===== config.mk =====
export PLATFORM = sky130hd
export DESIGN_NAME = rect_pos_arbiter
export DESIGN_NICKNAME = d
export VERILOG_FILES = /design/src/rtl/rect_pos_arbiter.sv
export SDC_FILE = /design/constraint.sdc
export NUM_CORES = 1
export LEC_CHECK = 0
export CORE_MARGIN = 2
export CORE_UTILIZATION = 30
export CTS_BUF_LIST = sky130_fd_sc_hd__clkbuf_8 sky130_fd_sc_hd__clkbuf_16
export DETAILED_ROUTE_END_ITERATION = 8
export SYNTH_ARGS = -nofsm -noshare
export SYNTH_HDL_FRONTEND = slang
export SYNTH_SLANG_ARGS = --single-unit

===== constraint.sdc =====
create_clock -name clk -period 1.65 [get_ports clk]
set_input_delay 0.165 -clock clk [delete_from_list [all_inputs] [get_ports clk]]
set_output_delay 0.165 -clock clk [all_outputs]
set_load 0.02 [all_outputs]

===== src/rtl/rect_pos_arbiter.sv =====
// Round-robin arbiter sharing the rectangle position between two requesters; commits on vblnk rise.
// Optional clamp to keep the rectangle on screen: define RECT_POS_CLAMP_EN.
module rect_pos_arbiter #(
    parameter int unsigned W        = 100,
    parameter int unsigned H        = 100,
    parameter int unsigned SCREEN_W = 800,
    parameter int unsigned SCREEN_H = 600,
    parameter logic [11:0] X_RST    = 12'd0,
    parameter logic [11:0] Y_RST    = 12'd0
) (
    input  logic        clk,
    input  logic        rst,
    input  logic        vblnk,
    input  logic        req_a,
    input  logic [11:0] x_a,
    input  logic [11:0] y_a,
    output logic        ack_a,
    input  logic        req_b,
    input  logic [11:0] x_b,
    input  logic [11:0] y_b,
    output logic        ack_b,
    output logic [11:0] x,
    output logic [11:0] y,
    output logic        frame_tick,
    output logic        busy
);

`ifdef RECT_POS_CLAMP_EN
    localparam bit CLAMP_EN = 1'b1;
`else
    localparam bit CLAMP_EN = 1'b0;
`endif

    localparam logic [11:0] X_MAX = 12'(SCREEN_W - W);
    localparam logic [11:0] Y_MAX = 12'(SCREEN_H - H);

    typedef enum logic [1:0] {StIdle, StPending, StDone} state_e;

    state_e      state;
    logic        vblnk_d;
    logic        seen_low;
    logic        last_grant;  // 0 = A, 1 = B
    logic        pend_src;
    logic [11:0] pend_x;
    logic [11:0] pend_y;

    logic        tick;
    logic        gnt_a;
    logic        gnt_b;
    logic [11:0] sel_x;
    logic [11:0] sel_y;
    logic [11:0] lim_x;
    logic [11:0] lim_y;

    // seen_low keeps a vblnk already high at reset release from looking like a rising edge
    assign tick = vblnk & ~vblnk_d & seen_low;

    assign gnt_a = req_a & (~req_b | last_grant);
    assign gnt_b = req_b & (~req_a | ~last_grant);

    assign sel_x = gnt_a ? x_a : x_b;
    assign sel_y = gnt_a ? y_a : y_b;
    assign lim_x = (CLAMP_EN && (sel_x > X_MAX)) ? X_MAX : sel_x;
    assign lim_y = (CLAMP_EN && (sel_y > Y_MAX)) ? Y_MAX : sel_y;

    assign busy = (state != StIdle);

    always_ff @(posedge clk) begin
        if (rst) begin
            state      <= StIdle;
            vblnk_d    <= 1'b0;
            seen_low   <= 1'b0;
            last_grant <= 1'b1;
            pend_src   <= 1'b0;
            pend_x     <= X_RST;
            pend_y     <= Y_RST;
            x          <= X_RST;
            y          <= Y_RST;
            ack_a      <= 1'b0;
            ack_b      <= 1'b0;
            frame_tick <= 1'b0;
        end else begin
            vblnk_d    <= vblnk;
            frame_tick <= tick;
            ack_a      <= 1'b0;
            ack_b      <= 1'b0;
            if (!vblnk) begin
                seen_low <= 1'b1;
            end
            case (state)
                StIdle: begin
                    if (gnt_a || gnt_b) begin
                        pend_x     <= lim_x;
                        pend_y     <= lim_y;
                        pend_src   <= gnt_b;
                        last_grant <= gnt_b;
                        state      <= StPending;
                    end
                end
                StPending: begin
                    if (tick) begin
                        x     <= pend_x;
                        y     <= pend_y;
                        ack_a <= ~pend_src;
                        ack_b <= pend_src;
                        state <= StDone;
                    end
                end
                StDone: begin
                    state <= StIdle;
                end
                default: begin
                    state <= StIdle;
                end
            endcase
        end
    end

endmodule


==> results.cfg <==
[power]
p_leak_nw = 1.32
ir_worst_vdd_mv = 0.306
power_density_nw_per_um2 = 878

[place]
gp_congestion = 0.768
io_buffers = 80
dpl.hpwl_mm = 4.88

[sta]
grt_setup_unrepaired = no
fmax_mhz = 684
final_max_slew_viol_count = 0
layout_min_cycle_time_ns = 1.46
final.setup.tns_ns = 0
period_share = 0.886
tightestPinTransition_ns = 0.391
fin_skew_ns = 0.00470
hold_viol = 0
slew_headroom = 0.739
setup-violations-final = 0

[clocking]
cts_hold_buf = 0
clkLatencyLatePin_ns = 0.33
cts.path.max_buffers = 2
clkTransAtPathRegs_ns = 0.06
cts_root_buf = clkbuf_8
cts_made_buffers = 9
htreeDepth = 3
post_cts_buffers = 0
cts_tree = built
cts_sinks = 57

[worst_setup_path]
critPathKind = reg2out
crit_fanout = 2
worstPathRequired_ns = 1.48
cp_slowest_cell = clkdlybuf4s50_1
cp_cell_sequence = clkdlybuf4s50_1
cpPeakStageDelay_ns = 0.62
path_buf_inv = 1
reg2reg_slack_ns = 0.25
end_kind = output pin
path_delay_family = buffers and inverters
critPathArrivalTime_ns = 1.30
critPathLaunchType = flop

[synthesis]
syn_area_per_cell_um2 = 9.61
yosys-top-cells-area = dfxtp_1 (42%), nand2b_1 (11%), a311oi_2 (11%)
synthesis.area_um2 = 2690
synth_nets = 333
ys_types = 26
ys_seq_elements = 57
seq_area_frac_synth = 0.424
yosysTopAreaCell = dfxtp_1
yosysWarningCount = 0
synth_top_area_frac = 0.424
netlist_instances = 280

[final_layout]
syn2layout_area_growth_pct = 42.6
antenna_cells = 0
layout-drive-gt1-share = 0.165
final_core_utilization = 0.440
final_nets = 412

[route]
route.detailed.drc = 0
drt-vias-per-instance = 4.88
drtIter0Drc = 139
drtPass1Iterations = 4
ant_nets = 0
vias = 2302
wl_per_cell_um = 15.0
drt_wl_total_mm = 7.07

[status]
status = completed

[global_route]
grt_pass1_wl_mm = 11.4
grtUsageTotal = 0.150
grt_max_degree = 82
grt_pass1_vias = 2316
grt.overflow.total = 0
antenna_found_initial = 0

[floorplanning]
std_cell_rows = 34
initial_utilization = 0.308
core_area_um2 = 8720
die_w_um = 98.7
chipHeight_um = 98.7
die_area_um2 = 9740
pin_count = 81

[hold_path]
hold_path_class = in2reg

[job]
drv_cap = 0
timing repair:
item / 4_1_cts / 5_1_grt
setup endpoints to repair: 1 / 0
hold endpoints to repair: 0 / 0
resized for setup: 1 / 0
sequential cells by signal (all words and copies together), names as in the netlist, 2 cells and up:
signal / count
pend_x: 12
pend_y: 12
x: 12
y: 12
state: 2
cells in the mapped netlist:
master	n
clkbuf_1	21
nor2_1	3
a21oi_1	26
and3b_1	1
buf_2	2
a311oi_1	4
o21ai_1	3
o21ai_0	21
inv_1	2
nand2_1	2
or2_1	1
a32oi_1	1
buf_4	2
buf_6	5
nand3b_1	2
mux2i_1	24
a211o_1	1
dfxtp_1	57
or3b_2	1
a311oi_2	20
nand3_1	24
nor2b_1	3
and2_4	1
nor3b_1	3
nand2b_1	49
inv_2	1
tightest hold or removal path: stages:
cell and delay [ns]:
buf_2 0.12, buf_12 0.20, nor2_1 0.12
placed cells by master (no fill, tap or decap), drive strengths merged:
| cell type | count |
|---|---|
| nor2 | 3 |
| a21oi | 26 |
| or2 | 1 |
| or3b | 1 |
| clkinv | 2 |
| o21ai | 24 |
| nand2b | 49 |
| a311oi | 24 |
| a211o | 1 |
| a32oi | 1 |
| clkdlybuf4s50 | 78 |
| nor2b | 3 |
| dlygate4sd2 | 1 |
| and3b | 1 |
| buf | 19 |
| nand3b | 2 |
| clkbuf | 13 |
| inv | 4 |
| and2 | 1 |
| dfxtp | 57 |
| mux2i | 24 |
| nand2 | 2 |
| nand3 | 24 |
| nor3b | 3 |
per-stage QoR:
stage / std cells / instance area (µm²) / setup WS (ns) / total power [mW] / hold WS (ns)
finish: 472 / 3830 / 0.188 / 3.37 / 0.306
global route: 472 / 3830 / 0.130 / 3.55 / 0.329
CTS: 472 / 3830 / 0.159 / 3.42 / 0.310
detailed placement: 456 / 3640 / -0.0264 / 2.16 / 0.442
global placement: 456 / 3640 / -0.0123 / 2.15 / 0.434
floorplan: 280 / 2690 / 0.266 / 1.91 / 0.261
routing by layer:
metal,global-route usage,up-vias,routed length (µm)
li1,-,1161,-
met1,0.182,1066,3120
met2,0.255,64,3520
met3,0.0319,11,291
met4,0.0643,0,133
met5,0,-,0
cell type report:
cell class | instances | area (µm²)
Multi-Input combinational cell | 190 | 1390
Clock inverter | 3 | 13.8
Timing Repair Buffer | 98 | 967
Fill cell | 845 | 4890
Sequential cell | 57 | 1140
Clock buffer | 13 | 179
Tap cell | 108 | 135
Inverter | 3 | 11.3
kinds of logic after synthesis:
group,Yosys count,synth area share
DFF,57,0.424
AOI/OAI and AO/OA,76,0.224
and+or+nand+nor,90,0.199
muxes,24,0.0893
buffers and inverters,33,0.0637
final timing paths:
check | start | cells past startpoint | endpoint
max | y[4] | 1 | y[4]
min | rst | 3 | frame_tick
max reg2reg | state[0] | 4 | pend_x[11]
min reg2reg | seen_low | 2 | seen_low
where the power goes:
group | leakage [nW] | internal [mW] | switching [mW]
clock network | 0.107 | 0.699 | 0.547
logic | 0.743 | 0.320 | 0.288
registers | 0.467 | 1.46 | 0.0498
Power figures use the tool's default switching activity.
==> RTL edit (same settings) <==
The option `RECT_POS_CLAMP_EN` is turned on by a define.
--- a/src/rtl/rect_pos_arbiter.sv
+++ b/src/rtl/rect_pos_arbiter.sv
@@ -1,5 +1,7 @@
 // Round-robin arbiter sharing the rectangle position between two requesters; commits on vblnk rise.
 // Optional clamp to keep the rectangle on screen: define RECT_POS_CLAMP_EN.
+`define RECT_POS_CLAMP_EN
+
 module rect_pos_arbiter #(
     parameter int unsigned W        = 100,
     parameter int unsigned H        = 100,
Behaviour: not the same (a bounded check fails within 4 cycles, from zero or initial values and one cycle with rst high).
==> RTL edit against the original RTL <==
- critical path depth rose by 5
- area after synthesis fell by 11%
- power shrank 11%
- design area decreased by 5.5%
- count of clock-buffer cells in the layout is 3 lower
- sequential cell count is the same
- routed wire length shrank 12%
- critical path type is now flip-flop to flip-flop
- setup slack worse by 79 ps
- clock skew grew 0.57 ps
- critical endpoint is now pend_y[3]$_SDFFE_PP0P_
- register-to-register slack got worse by 140 ps
==> RTL edit: results (changes against the original RTL) <==
| Result | Value | Change |
| --- | --- | --- |
| Outcome | finished, final reports clean |  |
| Clk cell area share | 4.14% | -0.88 points |
| Global routing usage on met3 | 3.06% | -0.13 points |
| Global Route met1 Usage | 19.4% | +1.1 points |
| Skew final | 5.27 ps | +0.568 ps |
| First-pass GRT wire length | 9.93 mm | -13% |
| Pin count of the biggest net entering global routing | 25 | -70% |
| Vias per std cell | 4.64 | -4.9% |
| Fraction of the yosys area taken by sequential cells | 47.6% | +5.2 points |
| Global placer's final weighted congestion | 0.827 | +7.7% |
| Layout net count | 442 | +7.3% |
| Final period utilization | 93.4% | +4.8 points |
| Buffer share of cell area | 29.9% | +4.6 points |
| Placement-stage cell area | 0.00347 mm² | -4.7% |
| Largest fanout on the critical path | 7 | +5 |
| Number of cell instances on the worst register-to-register path | 6 | +2 |
| Multi-input logic area | 0.00111 mm² | -20% |
| Wire length the detailed router placed on met1 | 3.04 mm | -2.8% |
| Top post-synthesis cells by area | dfxtp_1 (48%), nand2_1 (12%), a21oi_1 (6.7%) |  |
| Worst Setup Slack post-DPL | -260 ps | -233 ps |
| Fin Hold WS | 155 ps | -151 ps |
| Total number of vias | 2286 | -0.70% |
| Net count after synthesis | 334 | +0.30% |
| Pint | 2260 µW | -8.8% |
| Routed length on met3 | 313 µm | +7.6% |
| Number of global-route vias before repair | 2180 | -5.9% |
| Clk network pwr share | 34.2% | -2.8 points |
| Instance count along the most critical hold path | 2 | -1 |
| Routed wire per std cell | 12.6 µm | -16% |
| Tap cell count | 102 | -5.6% |
RTL edit: cell families (layout without fill, tap and decap cells):
group	count (synthesis)	in the layout	share of synthesized area, %
compound gates	66	66	19.0
buf+inv	21	131	6.01
flops	57	57	47.6
mux	7	7	3.34
simple gates	130	130	24.0
RTL edit: path summary, 6_finish.rpt:
| path | startpoint | end |
|---|---|---|
| max | last_grant$_SDFFE_PP1P_ | pend_y[3]$_SDFFE_PP0P_ |
| min | rst | pend_y[3]$_SDFFE_PP0P_ |
| max reg2reg | last_grant$_SDFFE_PP1P_ | pend_y[3]$_SDFFE_PP0P_ |
| min reg2reg | seen_low$_SDFFE_PP0N_ | seen_low$_SDFFE_PP0N_ |
RTL edit: worst max-delay path, cell delays in order, from the launching register on:
cell and delay, ps:
dfxtp_1 310, nand2b_4 160, buf_4 150, a2111oi_4 450, o21a_4 230, a32oi_1 90
nor2_1 80
RTL edit: timing repair:
item,in CTS,in global routing
pin swaps,0,0
endpoints found under the setup margin,1,4
resized for setup,1,1
gates cloned,0,0
